--- config.mk ---
export PLATFORM = sky130hd
export DESIGN_NAME = cacheline_adapter
export DESIGN_NICKNAME = d
export VERILOG_FILES = /design/src/rtl/cacheline_adapter.sv
export SDC_FILE = /design/constraint.sdc
export NUM_CORES = 1
export LEC_CHECK = 0
export ABC_CLOCK_PERIOD_IN_PS = 3100
export BUFFER_PORTS_ARGS = -buffer_cell sky130_fd_sc_hd__buf_2
export CORE_AREA = 8 8 281 283
export CTS_BUF_LIST = sky130_fd_sc_hd__clkbuf_16
export DETAILED_ROUTE_END_ITERATION = 10
export DIE_AREA = 0 0 289 291
export SETUP_SLACK_MARGIN = 0.3
export SLEW_MARGIN = 10
export SYNTH_ARGS = -nofsm -noshare
export SYNTH_HDL_FRONTEND = slang
export SYNTH_SLANG_ARGS = --single-unit
--- constraint.sdc ---
create_clock -name clk -period 3.1 [get_ports clk]
set_input_delay 0.31 -clock clk [delete_from_list [all_inputs] [get_ports clk]]
set_output_delay 0.31 -clock clk [all_outputs]
set_load 0.05 [all_outputs]
--- src/rtl/cacheline_adapter.sv ---
// Cache-line to burst adapter: turns one 256-bit line read/write from the
// arbiter into a 4 x 64-bit burst on the banked memory port. It acknowledges
// each request with a single registered dfp_resp pulse.
module cacheline_adapter #(
  parameter int BEAT_W    = 64,
  parameter int BURST_LEN = 4
) (
  input  logic                          clk,
  input  logic                          rst,
  input  logic [31:0]                   dfp_addr,
  input  logic                          dfp_read,
  input  logic                          dfp_write,
  input  logic [BEAT_W*BURST_LEN-1:0]   dfp_wdata,
  output logic [BEAT_W*BURST_LEN-1:0]   dfp_rdata,
  output logic                          dfp_resp,
  output logic [31:0]                   bmem_addr,
  output logic                          bmem_read,
  output logic                          bmem_write,
  output logic [BEAT_W-1:0]             bmem_wdata,
  input  logic                          bmem_ready,
  input  logic [31:0]                   bmem_raddr,
  input  logic [BEAT_W-1:0]             bmem_rdata,
  input  logic                          bmem_rvalid
);
  localparam int LINE_W = BEAT_W * BURST_LEN;
  localparam int CNT_W  = $clog2(BURST_LEN);
  localparam int OFF_W  = $clog2(LINE_W / 8);
  localparam logic [31:0] OFF_MASK = 32'((1 << OFF_W) - 1);

  typedef enum logic [2:0] {IDLE, RD_REQ, RD_DATA, WR_DATA, RESP} state_t;

  state_t                            state;
  logic [CNT_W-1:0]                  cnt;
  logic [31:0]                       line_addr;
  logic [BURST_LEN-1:0][BEAT_W-1:0]  line_buf;
  logic                              last_beat;
  logic                              beat_hit;

  assign last_beat = (cnt == CNT_W'(BURST_LEN - 1));
  // Only beats tagged with our own line address belong to this burst.
  assign beat_hit  = bmem_rvalid && (bmem_raddr == line_addr);

  // Request sequencing; dfp_resp is set on the edge that enters RESP so it
  // lines up with the RESP cycle without any path from the dfp_* inputs.
  always_ff @(posedge clk) begin
    if (rst) begin
      state     <= IDLE;
      cnt       <= '0;
      line_addr <= '0;
      line_buf  <= '0;
      dfp_resp  <= 1'b0;
    end else begin
      dfp_resp <= 1'b0;
      case (state)
        IDLE: begin
          if (dfp_write) begin
            line_addr <= dfp_addr & ~OFF_MASK;
            line_buf  <= dfp_wdata;
            cnt       <= '0;
            state     <= WR_DATA;
          end else if (dfp_read) begin
            line_addr <= dfp_addr & ~OFF_MASK;
            cnt       <= '0;
            state     <= RD_REQ;
          end
        end
        RD_REQ: begin
          if (bmem_ready) state <= RD_DATA;
        end
        RD_DATA: begin
          if (beat_hit) begin
            line_buf[cnt] <= bmem_rdata;
            cnt           <= cnt + 1'b1;
            if (last_beat) begin
              state    <= RESP;
              dfp_resp <= 1'b1;
            end
          end
        end
        WR_DATA: begin
          if (bmem_ready) begin
            cnt <= cnt + 1'b1;
            if (last_beat) begin
              state    <= RESP;
              dfp_resp <= 1'b1;
            end
          end
        end
        RESP:    state <= IDLE;
        default: state <= IDLE;
      endcase
    end
  end

  // Memory-side outputs decode from registered state/cnt/buffer only.
  always_comb begin
    bmem_read  = (state == RD_REQ);
    bmem_write = (state == WR_DATA);
    bmem_addr  = (bmem_read || bmem_write) ? line_addr : '0;
    bmem_wdata = bmem_write ? line_buf[cnt] : '0;
    dfp_rdata  = line_buf;
  end

endmodule

==> results of run 1 <==
## worst max-delay path, stage by stage, from the launching register on
cell	delay [ps]
dfxtp_1	460
nor2b_4	250
buf_12	350
and3_1	360
buf_2	310
## layout make-up
cell class / instances / area (µm²)
antenna: 13 / 32.5
clock buffer: 37 / 926
tap: 978 / 1220
inverter: 4 / 15.0
sequential: 289 / 5800
timing repair buffer: 851 / 5100
multi-input combinational: 1364 / 12000
clock inverter: 26 / 145
fill: 7777 / 49600
## power by group
| group | internal, mW | leakage, nW | total [mW] | switching [mW] |
|---|---|---|---|---|
| registers | 4.07 | 2.36 | 4.43 | 0.368 |
| logic | 1.40 | 8.19 | 4.50 | 3.10 |
| clock network | 2.24 | 0.558 | 3.98 | 1.74 |
| total | 7.70 | 11.1 | 12.9 | 5.21 |
## worst max path at each step
stage / start / endpoint / cells past startpoint
2_1_floorplan: cnt[1]$_SDFFE_PP0P_ / bmem_wdata[21] / 4
3_3_place_gp: bmem_raddr[17] / dfp_rdata[18]$_SDFFE_PP0P_ / 9
3_5_place_dp: bmem_raddr[17] / dfp_rdata[18]$_SDFFE_PP0P_ / 9
4_1_cts: state[0]$_SDFFE_PP0P_ / bmem_wdata[25] / 4
5_1_grt: state[0]$_SDFFE_PP0P_ / bmem_wdata[25] / 4
6_report: state[0]$_SDFFE_PP0P_ / bmem_wdata[25] / 4
## state kept, by name (all words and copies together), names as in the netlist
| register | cells |
|---|---|
| state | 3 |
| dfp_resp | 1 |
| line_addr | 27 |
| cnt | 2 |
| dfp_rdata | 256 |
## cells in the mapped netlist, drive strengths merged (2+ instances only)
cell type    n
xnor2       27
nand2       63
mux4        64
nand3        5
nor4         3
o32ai      256
dfxtp      289
a21oi      287
clkbuf     204
nand4       13
ha           4
nor2         7
nand3b     256
and4         2
inv          4
or4          2
buf         66
and3       320
and2        29
nor2b        4
o21ai        2
nor3         6
## cells by family after synthesis
kind of cell	Yosys count	synth area share
buffers and inverters	274	0.0778
other	1	0.000195
DFF	289	0.301
and+or+nand+nor	714	0.242
xor gates and xnor gates	27	0.0123
muxes	64	0.0751
AOI/OAI and AO/OA	550	0.288
adders and majority gates	4	0.00261
## routing by layer
layer / track usage / share of wire / routed length (µm) / vias up
li1: - / - / - / 8725
met2: 0.330 / 0.47 / 42300 / 938
met5: 0 / 0.00057 / 52 / -
met4: 0.0775 / 0.038 / 3430 / 8
met3: 0.0413 / 0.080 / 7250 / 183
met1: 0.258 / 0.41 / 37400 / 9664
## repair_timing
item                                    4_1_cts  5_1_grt
resized for setup                             0        1
hold buffers                                 26        0
pin swaps                                     0        0
endpoints found under the setup margin       31        1
buffers inserted                              6        0
cloned                                        0        0
hold endpoints to repair                     26        0
==> run_results.csv, run 1 <==
group,metric,value,unit
outcome,status,"completed",
die,start_util,0.257,
place,dp_hpwl,64.8,mm
place,dp.cells,3454,
route,via_count,19500,
hold_path,whs_path_depth,3,
route,routed_wl,90.5,mm
setup_path,path_max_fanout,92,
timing,rsz0062_at_grt,"no",
synthesis,postSynthAreaPerCell,9.98,µm²
global_routing,grt_max_degree,133,
global_routing,grt-ovfl-total,0,
setup_path,critPathArrivalTime,2320,ps
synthesis,synth_cell_types,45,
cts,cts_tree,"yes",
timing,worstMarginPinSlew,738,ps
setup_path,cp-start-kind,"flop",
setup_path,r2r_slack,660,ps
cells_and_area,post-route-cell-area,25200,µm²
timing,fin_crit_sh,0.849,
die,die_h,291,µm
global_routing,grt_pass1_wl,132,mm
cells_and_area,area_delta_synth_final,31.5,%
timing,fin_worst_skew,22.0,ps
synthesis,yosys.area.top_type,"dfxtp_1",
synthesis,synth_warnings,0,
timing,setup_viol,0,
hold_path,hold_start,"dfp_wdata[7]",
setup_path,reg2reg_from,"line_addr[17]$_SDFFE_PP0P_",
timing,fin_tns_setup,0,ps
cts,clk_pin_slew,60,ps
timing,slew_headroom,0.508,
synthesis,synth-seq-cells,289,
die,coreArea,74800,µm²
route,first_iter_violations,1639,
cells_and_area,utilization,0.337,
hold_path,min_path_type,"primary input to flop",
timing,hold_viol,0,
route,drc_errors,0,
cts,h-tree-depth,2,
power_and_ir_drop,power_leakage,11.1,nW
cts,clk_latency,550,ps
cells_and_area,mostFrequentLayoutCells,"buf_2, and3_1, a21oi_1",
setup_path,r2r_cells,8,
power_and_ir_drop,peakVddDrop,0.000297,V
cells_and_area,fin_nets,2940,
job,cap_viol_max_count,0,
timing,hold_slack,104,ps
power_and_ir_drop,finalPower,12.9,mW
place,post-place-ws,483,ps
timing,period_minus_slack,2630,ps
route,drt_first_pass_iters,5,
power_and_ir_drop,p_per_area,512,nW/µm²
synthesis,syn-cell-area,19200,µm²
cells_and_area,final_cells,3562,
setup_path,crit_type,"flop to output port",
setup_path,critPathCaptureType,"output port",
place,gp_congestion,0.888,
route,avgRoutedWirePerCell,25.4,µm
cts,clock_sinks,289,
synthesis,ys.flop_type,"dfxtp_1",
synthesis,synth_async_sr_flop_share,0,
global_routing,grt_pass1_vias,19600,
cells_and_area,drive_above_1_share,0.466,
setup_path,required,2790,ps
timing,fmax,380,MHz
cts,cts_buffer_depth,3,
die,die_x,289,µm
cells_and_area,mostFrequentLayoutCell,"buf_2",
global_routing,antenna_found_initial,17,
die,die_area,84100,µm²
die,core.rowCount,101,
route,antenna_left,0,
synthesis,yosysSeqAreaShare,0.301,
cts,cts-root-buf,"clkbuf_16",
die,io_pins,745,
route,viasPerCell,5.48,
setup_path,rr_endpoint,"dfp_rdata[16]$_SDFFE_PP0P_",
synthesis,synth-edff-count,0,
timing,report.final.slew_viol_count,0,
synthesis,synthesis.instances,1923,
place,place_area,23800,µm²
place,io_buffer_count,734,
cts,numCtsBuffers,36,
timing,final.setup.worst_slack,469,ps
hold_path,holdPathEnd,"dfp_rdata[7]$_SDFFE_PP0P_",
synthesis,synth.area.top_cells,"dfxtp_1, o32ai_2, and3_1",
global_routing,groute.usage.overall,0.201,
synthesis,synth_top_area_share,0.301,
Note: power is estimated with default switching activity, not from simulation.
==> run 2: changes to the inputs <==
Settings changed: ABC_AREA set to 1, ABC_CLOCK_PERIOD_IN_PS 3100 to 2750, CORE_AREA 8 8 281 283 to 8 8 282 284, DIE_AREA 0 0 289 291 to 0 0 290 292.
Clock period 3.1 ns to 2.75 ns, I/O delays scaled along.
==> run_results.csv, run 2 <==
group,metric,value,unit
cts,clk_pin_slew,60,ps
synthesis,synth_common_cells,"o21ai_0, nor2_1, a21oi_1",
cells_and_area,largest_reg_flops,256,
cells_and_area,drive_above_1_share,0.276,
cells_and_area,fin_nets,3916,
setup_path,required,2480,ps
timing,worstMarginPinSlew,891,ps
timing,slew_headroom,0.406,
power_and_ir_drop,power_leakage,11.3,nW
setup_path,path_max_fanout,41,
global_routing,grt_pass1_wl,136,mm
synthesis,synth-seq-cells,289,
die,die_h,292,µm
synthesis,synth_warnings,0,
synthesis,synth_async_sr_flop_share,0,
synthesis,yosys.cell_count.top_type,"o21ai_0",
timing,fmax,419,MHz
hold_path,min_path_type,"primary input to flop",
synthesis,syn-cell-area,17800,µm²
route,first_iter_violations,2004,
place,dp_hpwl,65.9,mm
setup_path,critPathArrivalTime,2110,ps
place,place_area,22500,µm²
timing,hold_slack,40.4,ps
power_and_ir_drop,peakVddDrop,0.000794,V
global_routing,groute.usage.overall,0.205,
cells_and_area,post-route-cell-area,24600,µm²
global_routing,grt-ovfl-total,0,
cts,clk_latency,570,ps
route,antenna_left,0,
power_and_ir_drop,finalPower,34.3,mW
timing,fin_tns_setup,0,ps
cts,cts-root-buf,"clkbuf_16",
cts,cts_buffer_depth,3,
cells_and_area,mostFrequentLayoutCell,"buf_2",
global_routing,grt_pass1_vias,21000,
timing,fin_crit_sh,0.867,
place,dp.cells,4422,
route,top_layer,"met5",
cells_and_area,mostFrequentLayoutCells,"buf_2, o21ai_0, nor2_1",
route,routed_wl,95.4,mm
route,drc_errors,0,
cells_and_area,area_delta_synth_final,37.6,%
global_routing,antenna_found_initial,18,
route,avgRoutedWirePerCell,21.0,µm
outcome,status,"completed",
global_routing,grt_max_degree,181,
route,wl_met3,8.66,mm
setup_path,crit_type,"flop to output port",
cts,h-tree-depth,2,
job,cap_viol_max_count,0,
cts,clock_sinks,289,
timing,fin_worst_skew,32.4,ps
route,via_count,22700,
cts,numCtsBuffers,38,
place,io_buffer_count,734,
synthesis,synth-edff-count,0,
synthesis,synthesis.instances,2916,
synthesis,synth_top_area_share,0.324,
die,die_x,290,µm
route,drt-met1-wl,38.0,mm
timing,rsz0062_at_grt,"yes",
timing,hold_viol,0,
synthesis,postSynthAreaPerCell,6.12,µm²
setup_path,critPathCaptureType,"output port",
timing,report.final.slew_viol_count,0,
die,die_area,84700,µm²
die,core.rowCount,101,
place,gp_congestion,0.932,
setup_path,cp-start-kind,"flop",
timing,setup_viol,0,
die,io_pins,745,
synthesis,yosys.area.top_type,"dfxtp_1",
die,start_util,0.237,
setup_path,r2r_cells,13,
cells_and_area,final_cells,4541,
cts,cts_tree,"yes",
timing,period_minus_slack,2390,ps
die,coreArea,75200,µm²
synthesis,ys.flop_type,"dfxtp_1",
synthesis,synth.area.top_cells,"dfxtp_1, o21ai_0, nor2_1",
hold_path,whs_path_depth,3,
route,viasPerCell,4.99,
synthesis,yosysSeqAreaShare,0.324,
route,drt_first_pass_iters,6,
route,met2_length,44.8,mm
power_and_ir_drop,p_per_area,1400,nW/µm²
synthesis,synth_cell_types,27,
-- run 2: cell count changes in the layout (fill, tap and decap cells not counted), sizes merged, moves of 136 or more --
cell	before	now
nand3	5	261
o32ai	256	0
nand3b	256	0
and3	320	0
o21ai	2	674
inv	14	150
nor2	7	560
nand2	63	338
-- run 2: cell families after synthesis --
logic type	Yosys count	share of synthesized area
compound gates	1026	0.288
simple gates	1164	0.265
buf+inv	425	0.117
flops	289	0.324
xor+xnor	7	0.00344
other cells	1	0.000210
fa+ha+maj	4	0.00281
-- run 2: area by class of cell --
| type | instances | area, µm² |
|---|---|---|
| timing repair buffer | 850 | 5440 |
| clock inverter | 28 | 188 |
| clock buffer | 38 | 951 |
| tap | 978 | 1220 |
| timing repair inverter | 2 | 17.5 |
| fill | 8322 | 50600 |
| sequential | 289 | 5790 |
| multi-input combinational | 2206 | 10400 |
| antenna | 15 | 37.5 |
| inverter | 135 | 551 |
-- run 2: final timing paths --
| check | from | end | slack [ps] |
|---|---|---|---|
| max reg2reg | line_addr[15]$_SDFFE_PP0P_ | dfp_rdata[117]$_SDFFE_PP0P_ | 410 |
| min reg2reg | line_addr[6]$_SDFFE_PP0P_ | line_addr[6]$_SDFFE_PP0P_ | 480 |
| min | dfp_addr[26] | line_addr[26]$_SDFFE_PP0P_ | 40 |
| max | cnt[0]$_SDFFE_PP0P_ | bmem_wdata[33] | 360 |
-- run 2: where the power goes --
part | total, mW | switching [mW] | internal (mW)
registers | 7.25 | 1.38 | 5.87
logic | 22.3 | 16.4 | 5.94
clock network | 4.78 | 2.09 | 2.69
-- run 2: worst max-delay path, cell delays in order, from the launching register on --
cell and delay [ps]:
dfxtp_4 400, inv_6 180, buf_16 240, o21ai_0 170, a21oi_2 220, clkbuf_4 260
-- run 2: what timing repair did --
action / CTS / global route
gates cloned: 2 / 6
endpoints found under the setup margin: 69 / 185
hold buffers: 22 / 0
pin swaps: 1 / 2
buffers inserted: 3 / 5
hold endpoints to repair: 23 / 0
resized for setup: 89 / 34
-- run 2: per-layer routing --
layer  global-route usage  vias to the layer above
li1                     -                    11000
met1                0.253                    10400
met2                0.341                     1166
met3               0.0478                      188
met4               0.0864                        6
met5                    0                        -
-- run 2: per-stage QoR --
step | utilization | worst slack, ps
2_1_floorplan | - | 261
3_3_place_gp | 0.299 | 303
3_5_place_dp | 0.299 | 308
4_1_cts | 0.322 | 228
5_1_grt | 0.326 | 261
6_report | 0.327 | 365
